**src/rtl/dbus_pkg.sv**
```systemverilog
// Shared address map, state encoding and decode helper for the data-bus bridge.
package dbus_pkg;

    localparam logic [31:0] PERIPH_BASE  = 32'h1000_0000;
    localparam logic [31:0] PERIPH_LIMIT = 32'h1000_0FFF;
    localparam logic [31:0] DEADBEEF_VAL = 32'hDEAD_BEEF;

    typedef enum logic [2:0] {
        IDLE     = 3'd0,
        RAM_RD   = 3'd1,
        P_SETUP  = 3'd2,
        P_ACCESS = 3'd3,
        RESP     = 3'd4
    } state_e;

    typedef enum logic [1:0] {
        REG_RAM      = 2'd0,
        REG_PERIPH   = 2'd1,
        REG_UNMAPPED = 2'd2
    } region_e;

    // RAM occupies the bottom 4*2^ram_aw bytes; everything else outside the periph window is unmapped.
    function automatic region_e decode(input logic [31:0] addr, input int ram_aw);
        if ((addr >> (ram_aw + 2)) == 32'd0)
            return REG_RAM;
        else if (addr >= PERIPH_BASE && addr <= PERIPH_LIMIT)
            return REG_PERIPH;
        else
            return REG_UNMAPPED;
    endfunction

endpackage

```
**src/rtl/dbus_periph_port.sv**
```systemverilog
// Two-phase peripheral port: latches the request, sequences setup/access strobes
// and forces completion when the peripheral stalls too long.
module dbus_periph_port
    import dbus_pkg::*;
#(
    parameter int TIMEOUT = 15
) (
    input  logic        clk,
    input  logic        rstb,
    input  logic        start_i,
    input  logic [11:0] addr_i,
    input  logic        write_i,
    input  logic [3:0]  be_i,
    input  logic [31:0] wdata_i,
    input  logic        setup_i,
    input  logic        access_i,
    input  logic [31:0] p_rdata,
    input  logic        p_ready,
    output logic        p_sel,
    output logic        p_enable,
    output logic        p_write,
    output logic [11:0] p_addr,
    output logic [3:0]  p_be,
    output logic [31:0] p_wdata,
    output logic        done_o,
    output logic        timeout_o,
    output logic [31:0] rdata_o
);

    localparam logic [3:0] TIMEOUT_CNT = 4'(TIMEOUT);

    logic [3:0] cnt_q, cnt_d;

    always_comb begin
        cnt_d = cnt_q;
        if (setup_i)
            cnt_d = 4'd0;
        else if (access_i)
            cnt_d = cnt_q + 4'd1;
    end

    always_ff @(posedge clk or negedge rstb) begin
        if (!rstb) begin
            cnt_q   <= 4'd0;
            p_write <= 1'b0;
            p_addr  <= 12'd0;
            p_be    <= 4'd0;
            p_wdata <= 32'd0;
        end else begin
            cnt_q <= cnt_d;
            if (start_i) begin
                p_write <= write_i;
                p_addr  <= addr_i;
                p_be    <= be_i;
                p_wdata <= wdata_i;
            end
        end
    end

    // The timeout cycle itself is not a bus cycle: strobes are withdrawn and p_ready ignored.
    assign timeout_o = access_i && (cnt_q == TIMEOUT_CNT);
    assign done_o    = access_i && (timeout_o || p_ready);
    assign rdata_o   = timeout_o ? DEADBEEF_VAL : p_rdata;
    assign p_sel     = setup_i || (access_i && !timeout_o);
    assign p_enable  = access_i && !timeout_o;

endmodule

```
**src/rtl/dbus_bridge.sv**
```systemverilog
// Core data-bus bridge: decodes each request to RAM, peripheral or unmapped space
// and returns single-cycle ready pulses to the core.
module dbus_bridge
    import dbus_pkg::*;
#(
    parameter int RAM_AW  = 14,
    parameter int TIMEOUT = 15
) (
    input  logic              clk,
    input  logic              rstb,
    input  logic [31:0]       d_addr,
    input  logic              d_rd_req,
    input  logic              d_wr_req,
    input  logic [3:0]        d_wr_be,
    input  logic [31:0]       d_wr_data,
    output logic              d_rd_ready,
    output logic              d_wr_ready,
    output logic [31:0]       d_rd_data,
    output logic              ram_cs,
    output logic              ram_we,
    output logic [RAM_AW-1:0] ram_addr,
    output logic [3:0]        ram_be,
    output logic [31:0]       ram_wdata,
    input  logic [31:0]       ram_rdata,
    output logic              p_sel,
    output logic              p_enable,
    output logic              p_write,
    output logic [11:0]       p_addr,
    output logic [3:0]        p_be,
    output logic [31:0]       p_wdata,
    input  logic [31:0]       p_rdata,
    input  logic              p_ready,
    output logic              bus_err
);

    state_e  state_q, state_d;
    logic    op_wr_q, op_wr_d;
    logic    bus_err_q, bus_err_d;
    region_e region;
    logic    accept, sel_wr, p_start;
    logic    p_done, p_timeout;
    logic [31:0] p_rdata_mux;

    // Gating with rstb keeps every strobe low while reset is held.
    assign region    = decode(d_addr, RAM_AW);
    assign accept    = rstb && (d_rd_req || d_wr_req) && (state_q == IDLE);
    assign sel_wr    = !d_rd_req;
    assign ram_addr  = d_addr[RAM_AW+1:2];
    assign ram_be    = d_wr_be;
    assign ram_wdata = d_wr_data;
    assign bus_err   = bus_err_q;

    always_ff @(posedge clk or negedge rstb) begin
        if (!rstb) begin
            state_q   <= IDLE;
            op_wr_q   <= 1'b0;
            bus_err_q <= 1'b0;
        end else begin
            state_q   <= state_d;
            op_wr_q   <= op_wr_d;
            bus_err_q <= bus_err_d;
        end
    end

    always_comb begin
        state_d   = state_q;
        op_wr_d   = op_wr_q;
        bus_err_d = bus_err_q;
        case (state_q)
            IDLE: begin
                if (accept) begin
                    op_wr_d = sel_wr;
                    case (region)
                        REG_RAM:    if (!sel_wr) state_d = RAM_RD;
                        REG_PERIPH: state_d = P_SETUP;
                        default:    state_d = RESP;
                    endcase
                end
            end
            RAM_RD:  state_d = IDLE;
            P_SETUP: state_d = P_ACCESS;
            P_ACCESS: begin
                if (p_done)
                    state_d = IDLE;
                if (p_timeout)
                    bus_err_d = 1'b1;
            end
            RESP: begin
                state_d   = IDLE;
                bus_err_d = 1'b1;
            end
            default: state_d = IDLE;
        endcase
    end

    always_comb begin
        ram_cs     = 1'b0;
        ram_we     = 1'b0;
        d_rd_ready = 1'b0;
        d_wr_ready = 1'b0;
        d_rd_data  = 32'd0;
        p_start    = 1'b0;
        case (state_q)
            IDLE: begin
                if (accept && region == REG_RAM) begin
                    ram_cs     = 1'b1;
                    ram_we     = sel_wr;
                    d_wr_ready = sel_wr;
                end
                p_start = accept && (region == REG_PERIPH);
            end
            RAM_RD: begin
                d_rd_ready = 1'b1;
                d_rd_data  = ram_rdata;
            end
            P_ACCESS: begin
                if (p_done) begin
                    d_wr_ready = op_wr_q;
                    d_rd_ready = !op_wr_q;
                    d_rd_data  = op_wr_q ? 32'd0 : p_rdata_mux;
                end
            end
            RESP: begin
                d_wr_ready = op_wr_q;
                d_rd_ready = !op_wr_q;
            end
            default: ;
        endcase
    end

    dbus_periph_port #(.TIMEOUT(TIMEOUT)) u_periph (
        .clk       (clk),
        .rstb      (rstb),
        .start_i   (p_start),
        .addr_i    (d_addr[11:0]),
        .write_i   (sel_wr),
        .be_i      (d_wr_be),
        .wdata_i   (d_wr_data),
        .setup_i   (state_q == P_SETUP),
        .access_i  (state_q == P_ACCESS),
        .p_rdata   (p_rdata),
        .p_ready   (p_ready),
        .p_sel     (p_sel),
        .p_enable  (p_enable),
        .p_write   (p_write),
        .p_addr    (p_addr),
        .p_be      (p_be),
        .p_wdata   (p_wdata),
        .done_o    (p_done),
        .timeout_o (p_timeout),
        .rdata_o   (p_rdata_mux)
    );

endmodule

```
**config.mk**
```make
export PLATFORM = sky130hd
export DESIGN_NAME = dbus_bridge
export DESIGN_NICKNAME = d
export VERILOG_FILES = /design/src/rtl/dbus_pkg.sv /design/src/rtl/dbus_periph_port.sv /design/src/rtl/dbus_bridge.sv
export SDC_FILE = /design/constraint.sdc
export NUM_CORES = 1
export LEC_CHECK = 0
export CAP_MARGIN = 5
export CORE_AREA = 2 2 107 109
export CTS_BUF_LIST = sky130_fd_sc_hd__clkbuf_8
export CTS_CLUSTER_SIZE = 25
export DETAILED_ROUTE_END_ITERATION = 8
export DIE_AREA = 0 0 109 111
export GPL_ROUTABILITY_DRIVEN = 0
export GPL_TIMING_DRIVEN = 0
export PLACE_DENSITY = 0.75
export SLEW_MARGIN = 20
export SYNTH_ARGS = -nofsm -noshare
export SYNTH_HDL_FRONTEND = slang
export SYNTH_SLANG_ARGS = --single-unit
```
**constraint.sdc**
```tcl
create_clock -name clk -period 3.13 [get_ports clk]
set_input_delay 0.7825 -clock clk [delete_from_list [all_inputs] [get_ports clk]]
set_output_delay 0.7825 -clock clk [all_outputs]
set_load 0.005 [all_outputs]
```
==> flow_metrics.env <==
export IMPL_required_ps=2350
export IMPL_status="finished, final reports clean"
export IMPL_cts_max_level=3
export IMPL_final_max_slew_viol_count=0
export IMPL_synthTopCellsByArea="dfrtp_1 45%, mux2_2 14%, buf_4 12%"
export IMPL_yosys_warnings=0
export IMPL_io_buffers=274
export IMPL_gr_usage_all_layers_pct=18.4
export IMPL_synth_area_per_cell_um2=10.2
export IMPL_synth_top_flop_cell="dfrtp_1"
export IMPL_nets=743
export IMPL_cts_tree="built"
export IMPL_r2r_start="state_q[2]"
export IMPL_reg2reg_depth=6
export IMPL_slowest_stage="or3_4"
export IMPL_dieHeight_um=111
export IMPL_clockBufferDepth=2
export IMPL_insertion_delay_ps=330
export IMPL_cp_max_fo=3
export IMPL_worstSetupEndpointType="output pin"
export IMPL_antenna_found_initial=0
export IMPL_drv_cap=0
export IMPL_fmax_mhz=323
export IMPL_r2r_setup_slack_ps=790
export IMPL_viasPerCell=4.54
export IMPL_die_area_mm2=0.0121
export IMPL_finalHoldViolations=0
export IMPL_io_pin_count=275
export IMPL_grt_pass1_wl_mm=17.4
export IMPL_area_growth_pct=101
export IMPL_relSlewSlack_pct=62.3
export IMPL_layout_common_cells="233 x clkdlybuf4s50_1, 58 x buf_4, 56 x dfrtp_1, 39 x mux2_2"
export IMPL_p_leak_nw=3.02
export IMPL_tightest_slew_ps=562
export IMPL_hp_class="input pin to async pin"
export IMPL_rr_endpoint="u_periph.p_wdata[29]"
export IMPL_ir_drop_mv=0.144
export IMPL_crit_chain="dlygate4sd2_1 > nor4_2 > nand4_2 > or3_4 > o31ai_2 > buf_2"
export IMPL_grt_ovfl_total=0
export IMPL_route_vias_total=3419
export IMPL_coreArea_mm2=0.0111
export IMPL_place_inst=734
export IMPL_grt_pass1_vias=3573
export IMPL_finalSetupViolCount=0
export IMPL_wire_per_inst_um=15.2
export IMPL_row_count=39
export IMPL_layout_commonest_cell="clkdlybuf4s50_1"
export IMPL_fillers=919
export IMPL_grt_max_degree=58
export IMPL_dp_hpwl_mm=9.04
export IMPL_drive_above_1_share_pct=23.9
export IMPL_synthDistinctLibCells=35
export IMPL_netlist_area_mm2=0.00322
export IMPL_fin_util_pct=58.3
export IMPL_path_buf_inv=2
export IMPL_firstDrtPassIters=6
export IMPL_syn_nets=454
export IMPL_cp_top_family="simple AND/OR/NAND/NOR gates"
export IMPL_synth_top_area_share_pct=45.1
export IMPL_clkTransAtPathRegs_ps=70
export IMPL_synth_seq_cells=58
export IMPL_fp_dieW_um=109
export IMPL_cts_inserted_buffers=9
export IMPL_arrival_ps=2320
export IMPL_start_util_pct=29.1
export IMPL_async_flop_share_pct=100
export IMPL_start_kind="input pin"
export IMPL_root_buffer="clkbuf_8"
export IMPL_yosys_area_top_type="dfrtp_1"
export IMPL_p_per_area_mw_per_mm2=280
export IMPL_diodes=0
export IMPL_synth_edf_count=0
export IMPL_clock_sinks=58
export IMPL_drc=0
export IMPL_antenna_left=0
export IMPL_path_class="input pin to output pin"
export IMPL_cp_slowest_stage_delay_ps=420
export IMPL_drtIter0Drc=116
export IMPL_wirelength_mm=11.4
export IMPL_min_period_ps=3100
export IMPL_synthCells=316
export IMPL_final_cells=753
export IMPL_seq_area_frac_synth_pct=45.1
export IMPL_post_route_period_util_pct=99.1
export IMPL_fin_worst_skew_ps=10.6
routing by layer:
metal  wire length [um]  share of wire, %  global-route usage (%)  vias up
met4                233               2.0                    6.41        0
met1               4260                37                    20.6     1631
met2               6020                53                    32.4      147
met5                  0                 0                       0        -
li1                   -                 -                       -     1620
met3                889               7.8                    5.70       21
synthesized netlist by cell type, types with 2 or more instances:
cell type,instances
nor4_2,2
o21ai_0,29
mux2i_1,2
dfrtp_1,58
mux2_2,39
a22o_1,9
a21oi_1,4
buf_4,51
nor3_1,8
nor4_1,3
nor2b_1,2
inv_1,5
mux2_1,9
nor2_1,29
and3_1,2
or3_1,4
buf_2,4
clkbuf_1,11
nand2_1,28
nand3_1,2
worst reg2reg max path, delay by kind of cell, from the launching register on:
family,cells,cell delay (ps)
AND/OR/NAND/NOR,2,840
buffers and inverters,3,590
flip-flops,1,460
multiplexers,1,340
report_power, final:
| group | switching, W | internal (W) |
|---|---|---|
| clock network | 0.000318 | 0.000366 |
| logic | 0.000102 | 0.000259 |
| registers | 0.00000769 | 0.000755 |
| total | 0.000428 | 0.00138 |
final cells by class:
type	count	area [um2]	area share, %
Inverter	5	18.8	0.291
Buffer	65	478	7.40
Multi-Input combinational cell	186	1350	20.8
Tap cell	143	179	2.77
Timing Repair Buffer	280	2790	43.2
Clock buffer	9	124	1.92
Clock inverter	7	71.3	1.10
Sequential cell	58	1450	22.5
how the worst max path moves through the flow:
stage	cells after the start	from	slack, ps	endpoint
floorplan	4	d_addr[27]	410	d_wr_ready
global placement	4	rstb	-2620	d_wr_ready
detailed placement	6	d_addr[27]	-620	d_wr_ready
CTS	6	d_addr[26]	-30	d_wr_ready
global route	6	d_addr[16]	-60	d_wr_ready
finish	6	d_addr[16]	30	d_wr_ready
what timing repair did:
item,CTS,global route
setup buffers,2,3
endpoints found under the setup margin,35,34
pin swaps,5,11
hold buffers,0,0
gates cloned,0,0
gates resized for setup,58,37
stage by stage:
| stage | setup TNS (ps) | hold slack, ps | total power, W | setup slack, ps | cell area, um2 |
|---|---|---|---|---|---|
| global placement | -166860 | 455 | 0.00113 | -2620 | 6140 |
| detailed placement | -11330 | 470 | 0.00114 | -618 | 6170 |
| CTS | -26.2 | 218 | 0.00184 | -26.2 | 6380 |
| global route | -62.8 | 211 | 0.00190 | -57.0 | 6460 |
| floorplan | 0 | 464 | 0.000855 | 406 | 3220 |
| finish | 0 | 241 | 0.00181 | 29.7 | 6460 |
cells by family (layout without fill, tap and decap cells):
logic type / after synthesis / after routing / share of synthesized area, %
AO/OA/AOI/OAI: 50 / 50 / 9.56
buffers and inverters: 72 / 366 / 14.7
flip-flops: 58 / 58 / 45.1
multiplexers: 50 / 50 / 17.4
adder cells (fa/ha/maj): 1 / 1 / 0.389
AND/OR/NAND/NOR: 85 / 85 / 12.8
sequential cells by signal, indices dropped and copies added (netlist names):
| name | flops |
|---|---|
| u_periph.p_wdata | 32 |
| u_periph.p_addr | 12 |
| u_periph.cnt_q | 4 |
| u_periph.p_be | 4 |
| state_q | 3 |
| bus_err | 1 |
| op_wr_q | 1 |
| u_periph.p_write | 1 |
No activity file was read; power rests on OpenSTA's default activity.
